<file path="src/rtl/seg7_message_sequencer.sv">
// Message sequencer feeding seg7_control: steps a 4-entry character ROM on a ms-based dwell
// timer (AUTO) or holds it (HOLD), with debounced next/pause push buttons.
module seg7_message_sequencer #(
  parameter int TICK_DIV     = 50_000,
  parameter int DWELL_TICKS  = 1000,
  parameter int DEBOUNCE_CYC = 500_000
) (
  input  logic        clk_50MHz,
  input  logic        reset_button,
  input  logic        btn_next,
  input  logic        btn_pause,
  output logic [15:0] bcd,
  output logic [1:0]  msg_index,
  output logic        msg_strobe,
  output logic        paused
);

  localparam int TW = $clog2(TICK_DIV);
  localparam int DW = $clog2(DWELL_TICKS + 1);
  localparam int CW = $clog2(DEBOUNCE_CYC + 1);

  typedef enum logic {AUTO = 1'b0, HOLD = 1'b1} state_t;

  state_t              state_q, state_d;
  logic [TW-1:0]       tick_cnt_q, tick_cnt_d;
  logic [DW-1:0]       dwell_q, dwell_d;
  logic [1:0]          msg_index_q, msg_index_d;
  logic [15:0]         bcd_q, bcd_d;
  logic                msg_strobe_q, msg_strobe_d;
  logic [1:0]          sync1_q, sync1_d;
  logic [1:0]          sync2_q, sync2_d;
  logic [1:0]          db_q, db_d;
  logic [1:0][CW-1:0]  deb_cnt_q, deb_cnt_d;

  logic [1:0] press;
  logic       ms_tick;
  logic       expire;
  logic       step;

  function automatic logic [15:0] rom_word(input logic [1:0] idx);
    logic [15:0] w;
    case (idx)
      2'd0:    w = 16'h0231;
      2'd1:    w = 16'h055F;
      2'd2:    w = 16'h443F;
      default: w = 16'h4444;
    endcase
    return w;
  endfunction

  // Bit 0 is btn_next, bit 1 is btn_pause; an accepted rising level yields a one-cycle press.
  always_comb begin
    sync1_d   = {btn_pause, btn_next};
    sync2_d   = sync1_q;
    db_d      = db_q;
    deb_cnt_d = '0;
    press     = '0;
    for (int i = 0; i < 2; i++) begin
      if (sync2_q[i] != db_q[i]) begin
        if (deb_cnt_q[i] == CW'(DEBOUNCE_CYC - 1)) begin
          db_d[i]  = sync2_q[i];
          press[i] = sync2_q[i];
        end else begin
          deb_cnt_d[i] = deb_cnt_q[i] + 1'b1;
        end
      end
    end
  end

  always_comb begin
    ms_tick    = (tick_cnt_q == TW'(TICK_DIV - 1));
    tick_cnt_d = ms_tick ? '0 : tick_cnt_q + 1'b1;
    expire     = (state_q == AUTO) && ms_tick && (dwell_q == DW'(DWELL_TICKS - 1));

    dwell_d = dwell_q;
    if ((state_q == AUTO) && ms_tick) begin
      dwell_d = expire ? '0 : dwell_q + 1'b1;
    end
    // A next press restarts the dwell even when it coincides with expiry: still one step.
    if (press[0]) begin
      dwell_d = '0;
    end

    step = expire | press[0];

    state_d = state_q;
    if (press[1]) begin
      state_d = (state_q == AUTO) ? HOLD : AUTO;
    end

    msg_index_d  = msg_index_q + {1'b0, step};
    bcd_d        = rom_word(msg_index_d);
    msg_strobe_d = step;
  end

  always_ff @(posedge clk_50MHz) begin
    if (reset_button) begin
      state_q      <= AUTO;
      tick_cnt_q   <= '0;
      dwell_q      <= '0;
      msg_index_q  <= 2'd0;
      bcd_q        <= 16'h0231;
      msg_strobe_q <= 1'b0;
      sync1_q      <= '0;
      sync2_q      <= '0;
      db_q         <= '0;
      deb_cnt_q    <= '0;
    end else begin
      state_q      <= state_d;
      tick_cnt_q   <= tick_cnt_d;
      dwell_q      <= dwell_d;
      msg_index_q  <= msg_index_d;
      bcd_q        <= bcd_d;
      msg_strobe_q <= msg_strobe_d;
      sync1_q      <= sync1_d;
      sync2_q      <= sync2_d;
      db_q         <= db_d;
      deb_cnt_q    <= deb_cnt_d;
    end
  end

  assign bcd        = bcd_q;
  assign msg_index  = msg_index_q;
  assign msg_strobe = msg_strobe_q;
  assign paused     = (state_q == HOLD);

endmodule

</file>
<file path="config.mk">
export PLATFORM = sky130hd
export DESIGN_NAME = seg7_message_sequencer
export DESIGN_NICKNAME = d
export VERILOG_FILES = /design/src/rtl/seg7_message_sequencer.sv
export SDC_FILE = /design/constraint.sdc
export NUM_CORES = 1
export LEC_CHECK = 0
export CAP_MARGIN = 30
export CORE_MARGIN = 4
export CORE_UTILIZATION = 55
export CTS_CLUSTER_SIZE = 20
export DETAILED_ROUTE_END_ITERATION = 10
export MAX_ROUTING_LAYER = met4
export PLACE_DENSITY = 0.73
export SKIP_CTS_REPAIR_TIMING = 1
export SYNTH_ARGS = -nofsm -noshare
export SYNTH_HDL_FRONTEND = slang
export SYNTH_SLANG_ARGS = --single-unit
</file>
<file path="constraint.sdc">
create_clock -name clk_50MHz -period 3.2 [get_ports clk_50MHz]
set_clock_uncertainty 0.15 [all_clocks]
set_input_delay 0.64 -clock clk_50MHz [delete_from_list [all_inputs] [get_ports clk_50MHz]]
set_output_delay 0.64 -clock clk_50MHz [all_outputs]
set_load 0.1 [all_outputs]
</file>
==> tab_implementation.tex <==
\begin{tabular}{lr}
\hline
Metric & Value \\
\hline
\multicolumn{2}{l}{\textbf{Outcome}} \\
\quad Run status & completed \\
\multicolumn{2}{l}{\textbf{Timing}} \\
\quad Portion of the clock cycle consumed by the worst path in the final layout & 88.30\% \\
\quad Smallest setup slack after layout & 0.3745 ns \\
\quad Clock period minus final worst setup slack & 2.825 ns \\
\quad Total count of max-transition violations in the final report & 0 \\
\quad Setup TNS Final & 0 ns \\
\quad Slew Limit Headroom & around 47\% \\
\quad Unrepaired setup endpoints after global routing & false \\
\quad Slew @ Worst Pin & between 0.7 and 0.8 ns \\
\quad Number of hold violations in the final report & 0 \\
\quad Final Setup Violations & 0 \\
\quad Fmax & approximately 350 MHz \\
\multicolumn{2}{l}{\textbf{Clock tree}} \\
\quad Max clock buf depth & 2 \\
\quad Register clock-pin slew on the reported worst setup and hold paths & approximately 0.090 ns \\
\quad Cell chosen for the clock root & sky130\_fd\_sc\_hd\_\_clkbuf\_8 \\
\quad Clock tree from TritonCTS & done \\
\quad H-tree Lvls & 3 \\
\quad Skew-Pair Late Insertion Delay & roughly 0.36 ns \\
\quad Number of clock sinks & a little over 80 \\
\quad Clock buffers created by TritonCTS & 9 \\
\multicolumn{2}{l}{\textbf{Synth}} \\
\quad Share of synthesized area occupied by flip-flops and latches & between 40\% and 50\% \\
\quad Post-synthesis cell area & between 3000 and 4000 sq um \\
\quad Largest family of logic cells by synthesized area & simple AND/OR/NAND/NOR gates \\
\quad Multiplexer area fraction after synthesis & less than 1\% \\
\quad Average footprint of a synthesized cell & just over 9 sq um \\
\quad Area fraction in compound gates after synthesis & 2.647\% \\
\quad XOR/XNOR Fraction of Synth Area & 14.39\% \\
\quad Synthesized-area fraction occupied by and/or/nand/nor cells & around 29\% \\
\quad Post-synthesis cell type count & 44 \\
\quad Post-synthesis async set-or-reset flop share & 0\% \\
\quad Number of synthesis warnings & 0 \\
\quad Ys flop type & sky130\_fd\_sc\_hd\_\_dfxtp\_1 \\
\quad Synthesized netlist cell count & a little under 400 \\
\quad Post-Synth Adder-Cell Area & under 10\% \\
\quad Post-synthesis sequential element count & 82 \\
\quad Most frequent cell after synthesis & sky130\_fd\_sc\_hd\_\_dfxtp\_1 \\
\quad Top cell type's share of synthesized area & 45.70\% \\
\quad Top cell type by total area after synthesis & sky130\_fd\_sc\_hd\_\_dfxtp\_1 \\
\quad Ranking of synthesized cells by area & sky130\_fd\_sc\_hd\_\_dfxtp\_1 46\%, sky130\_fd\_sc\_hd\_\_xnor2\_1 7.8\%, sky130\_fd\_sc\_hd\_\_nor2\_1 7.6\%, sky130\_fd\_sc\_hd\_\_xor2\_1 6.6\%, sky130\_fd\_sc\_hd\_\_ha\_1 3.1\% \\
\quad Commonest cells in the synthesized netlist & 82 x sky130\_fd\_sc\_hd\_\_dfxtp\_1, 73 x sky130\_fd\_sc\_hd\_\_nor2\_1, 32 x sky130\_fd\_sc\_hd\_\_xnor2\_1 \\
\quad Number of synthesized flops with an enable pin & 0 \\
\multicolumn{2}{l}{\textbf{GRT}} \\
\quad Total track usage & around 18\% \\
\quad Sum of overflow across all layers after global routing & 0 \\
\quad Vias in the first global route & between 2,000 and 2,500 \\
\quad First-pass GRT wire length & around 11 mm \\
\quad Initial antenna violation count & 0 \\
\quad Maximum number of pins on one net before global-route repair & 20 \\
\multicolumn{2}{l}{\textbf{Place}} \\
\quad Port buffer count & 18 \\
\quad Detailed-placement wirelength estimate & about 4.2 mm \\
\quad Placed Cells & between 400 and 500 \\
\quad Post-placement worst setup slack & between 0.3 and 0.4 ns \\
\quad Placer's final routability congestion estimate & roughly 0.82 \\
\multicolumn{2}{l}{\textbf{Power}} \\
\quad Pwr Density & 492.3 nW/um\^{}2 \\
\quad Leakage & $\sim$1.4 nW \\
\quad Worst vdd rail ir drop & 0.0003819 V \\
\multicolumn{2}{l}{\textbf{Final layout}} \\
\quad Layout overhead on the synthesized area & 9.997\% \\
\quad ANT cells & 0 \\
\quad Filler-free cell count of the finished design & 495 \\
\quad Area of the multi-input gates & between 1500 and 2000 sq um \\
\quad FILL cells & around 550 \\
\quad Total area of sequential cells & between 1500 and 2000 sq um \\
\quad Share of post-route cells with drive strength above 1 & a little over a tenth \\
\quad Nets & approximately 430 \\
\multicolumn{2}{l}{\textbf{Floorplan}} \\
\quad Top-Level Pins & 24 \\
\quad Area enclosed by the die boundary & 7888 sq um \\
\quad Placeable core area & 6350 sq um \\
\quad FP Rows & 29 \\
\quad DIE HEIGHT & 88.82 um \\
\quad Die span in x & about 89 um \\
\quad Effective utilization at floorplan & a little under three fifths \\
\multicolumn{2}{l}{\textbf{Setup path}} \\
\quad Startpoint-to-endpoint class of the critical path & flop to flop \\
\quad Slowest cell delay on critical path & between 0.5 and 0.6 ns \\
\quad Critical path depth in cells & 8 \\
\quad Family with the most delay on the worst path & simple AND/OR/NAND/NOR gates \\
\quad Data arrival time of the critical path & 2.92 ns \\
\quad Library cell contributing the largest single delay on the critical path & sky130\_fd\_sc\_hd\_\_or4\_4 \\
\quad Crit path cell chain & or4b\_1, or4\_4, o22ai\_1, ha\_1, xnor2\_1, inv\_1, ha\_1, nor2b\_1 \\
\quad R2R Path Start & deb\_cnt\_q[6] \\
\quad Worst-case reg-to-reg path depth & 8 \\
\quad Origin of the worst setup path & deb\_cnt\_q[6] \\
\quad WP data required & approximately 3.3 ns \\
\quad Peak fanout along the critical path & 5 \\
\quad Buffers and inverters on the worst path & 1 \\
\quad Slack of the worst reg-to-reg path & approximately 0.37 ns \\
\quad Capture point of the critical path & bcd[3] \\
\quad Critical path launch point type & flop \\
\quad End of the worst register-to-register path & bcd[3] \\
\quad Critical path's most frequent cell & sky130\_fd\_sc\_hd\_\_ha\_1 \\
\quad Kind of end point of the critical path & flop \\
\multicolumn{2}{l}{\textbf{Drt}} \\
\quad Starting DRT DRC Count & about 100 \\
\quad Post-Route WL & 6.040 mm \\
\quad Antenna Violating Nets Remaining & 0 \\
\quad Vias/cell & 5.224 \\
\quad DRC errors left & 0 \\
\quad Total number of vias & around 2,600 \\
\quad First-pass iteration count of the detailed router & 4 \\
\quad Routed wirelength normalized by instance count & roughly 12 um \\
\multicolumn{2}{l}{\textbf{Min path}} \\
\quad Worst Hold Class & flop to flop \\
\multicolumn{2}{l}{\textbf{Job}} \\
\quad Count of max-cap constraint violations & 0 \\
\hline
\end{tabular}
[worst reg2reg max path: stages, from the launching register on]
cell and delay [ns]:
sky130_fd_sc_hd__dfxtp_1 0.35, sky130_fd_sc_hd__or4b_1 0.52, sky130_fd_sc_hd__or4_4 0.56, sky130_fd_sc_hd__o22ai_1 0.21
sky130_fd_sc_hd__ha_1 0.19, sky130_fd_sc_hd__xnor2_1 0.20, sky130_fd_sc_hd__inv_1 0.12, sky130_fd_sc_hd__ha_1 0.28
sky130_fd_sc_hd__nor2b_1 0.12
[cell usage in the layout, fill, tap and decap left out, types with 4 or more instances in the layout]
cell,synthesis,routed
sky130_fd_sc_hd__nand2_1,28,28
sky130_fd_sc_hd__nor4_1,6,6
sky130_fd_sc_hd__and4_1,4,4
sky130_fd_sc_hd__nor2_1,73,73
sky130_fd_sc_hd__a21oi_1,5,5
sky130_fd_sc_hd__inv_1,12,12
sky130_fd_sc_hd__ha_1,9,9
sky130_fd_sc_hd__or3_1,6,6
sky130_fd_sc_hd__dfxtp_1,82,82
sky130_fd_sc_hd__nand4_1,15,15
sky130_fd_sc_hd__o21ai_0,4,4
sky130_fd_sc_hd__and3_1,6,6
sky130_fd_sc_hd__nor3_1,11,11
sky130_fd_sc_hd__nand3_1,19,19
sky130_fd_sc_hd__xnor2_1,32,32
sky130_fd_sc_hd__conb_1,1,5
sky130_fd_sc_hd__clkbuf_8,1,9
sky130_fd_sc_hd__xor2_1,27,27
sky130_fd_sc_hd__buf_4,11,17
sky130_fd_sc_hd__nor2b_1,7,7
[per-layer routing]
layer | global-route usage, % | vias to the layer above | share of wire [%]
met1 | 23.12 | 1185 | 49
li1 | - | 1357 | -
met2 | 26.32 | 33 | 45
met4 | 9.478 | 0 | 2.2
met5 | - | - | 0
met3 | 3.818 | 11 | 4.3
[final cells by class]
class / instances / share of cell area, %
Clock inverter: 7 / 2.723
Tap cell: 77 / 2.438
Sequential cell: 82 / 41.55
Clock buffer: 9 / 3.135
Inverter: 12 / 1.140
Timing Repair Buffer: 20 / 3.990
Multi-Input combinational cell: 288 / 45.03
[registers in the layout, summed over array words and instances (netlist names)]
register and count:
deb_cnt_q 38, tick_cnt_q 16, dwell_q 10, bcd 8, db_q 2, msg_index 2
sync1_q 2, sync2_q 2, msg_strobe 1, paused 1
[power breakdown]
group / internal, mW / switching [mW]
Combinational: 0.0117 / 0.0423
Clock: 0.454 / 0.407
Sequential: 1.03 / 0.00446
[worst min-delay path by stage]
stage | start | endpoint | cells past startpoint
3_5_place_dp | sync1_q[1] | sync2_q[1] | 1
6_report | tick_cnt_q[0] | tick_cnt_q[0] | 1
5_1_grt | sync1_q[1] | sync2_q[1] | 1
4_1_cts | tick_cnt_q[0] | tick_cnt_q[0] | 1
2_1_floorplan | sync1_q[0] | sync2_q[0] | 1
3_3_place_gp | tick_cnt_q[0] | tick_cnt_q[0] | 1
[cell families after synthesis]
kind of cell | Yosys count
AND/OR/NAND/NOR | 199
XOR/XNOR | 59
flip-flops | 82
AO/OA/AOI/OAI | 15
adder cells (fa/ha/maj) | 9
buffers and inverters | 29
multiplexers | 1
other | 1
[metrics by stage]
step / utilization (%) / hold WS [ns] / cell area, sq um / total power [mW]
4_1_cts: 62.23 / 0.3043 / 3951 / 1.969
2_1_floorplan: - / 0.2638 / 3607 / 1.108
5_1_grt: 62.23 / 0.3197 / 3951 / 2.021
3_3_place_gp: 58.58 / 0.2784 / 3720 / 1.108
6_report: 62.23 / 0.3044 / 3951 / 1.945
3_5_place_dp: 58.58 / 0.2795 / 3720 / 1.109
Note: power is estimated with default switching activity, not from simulation.
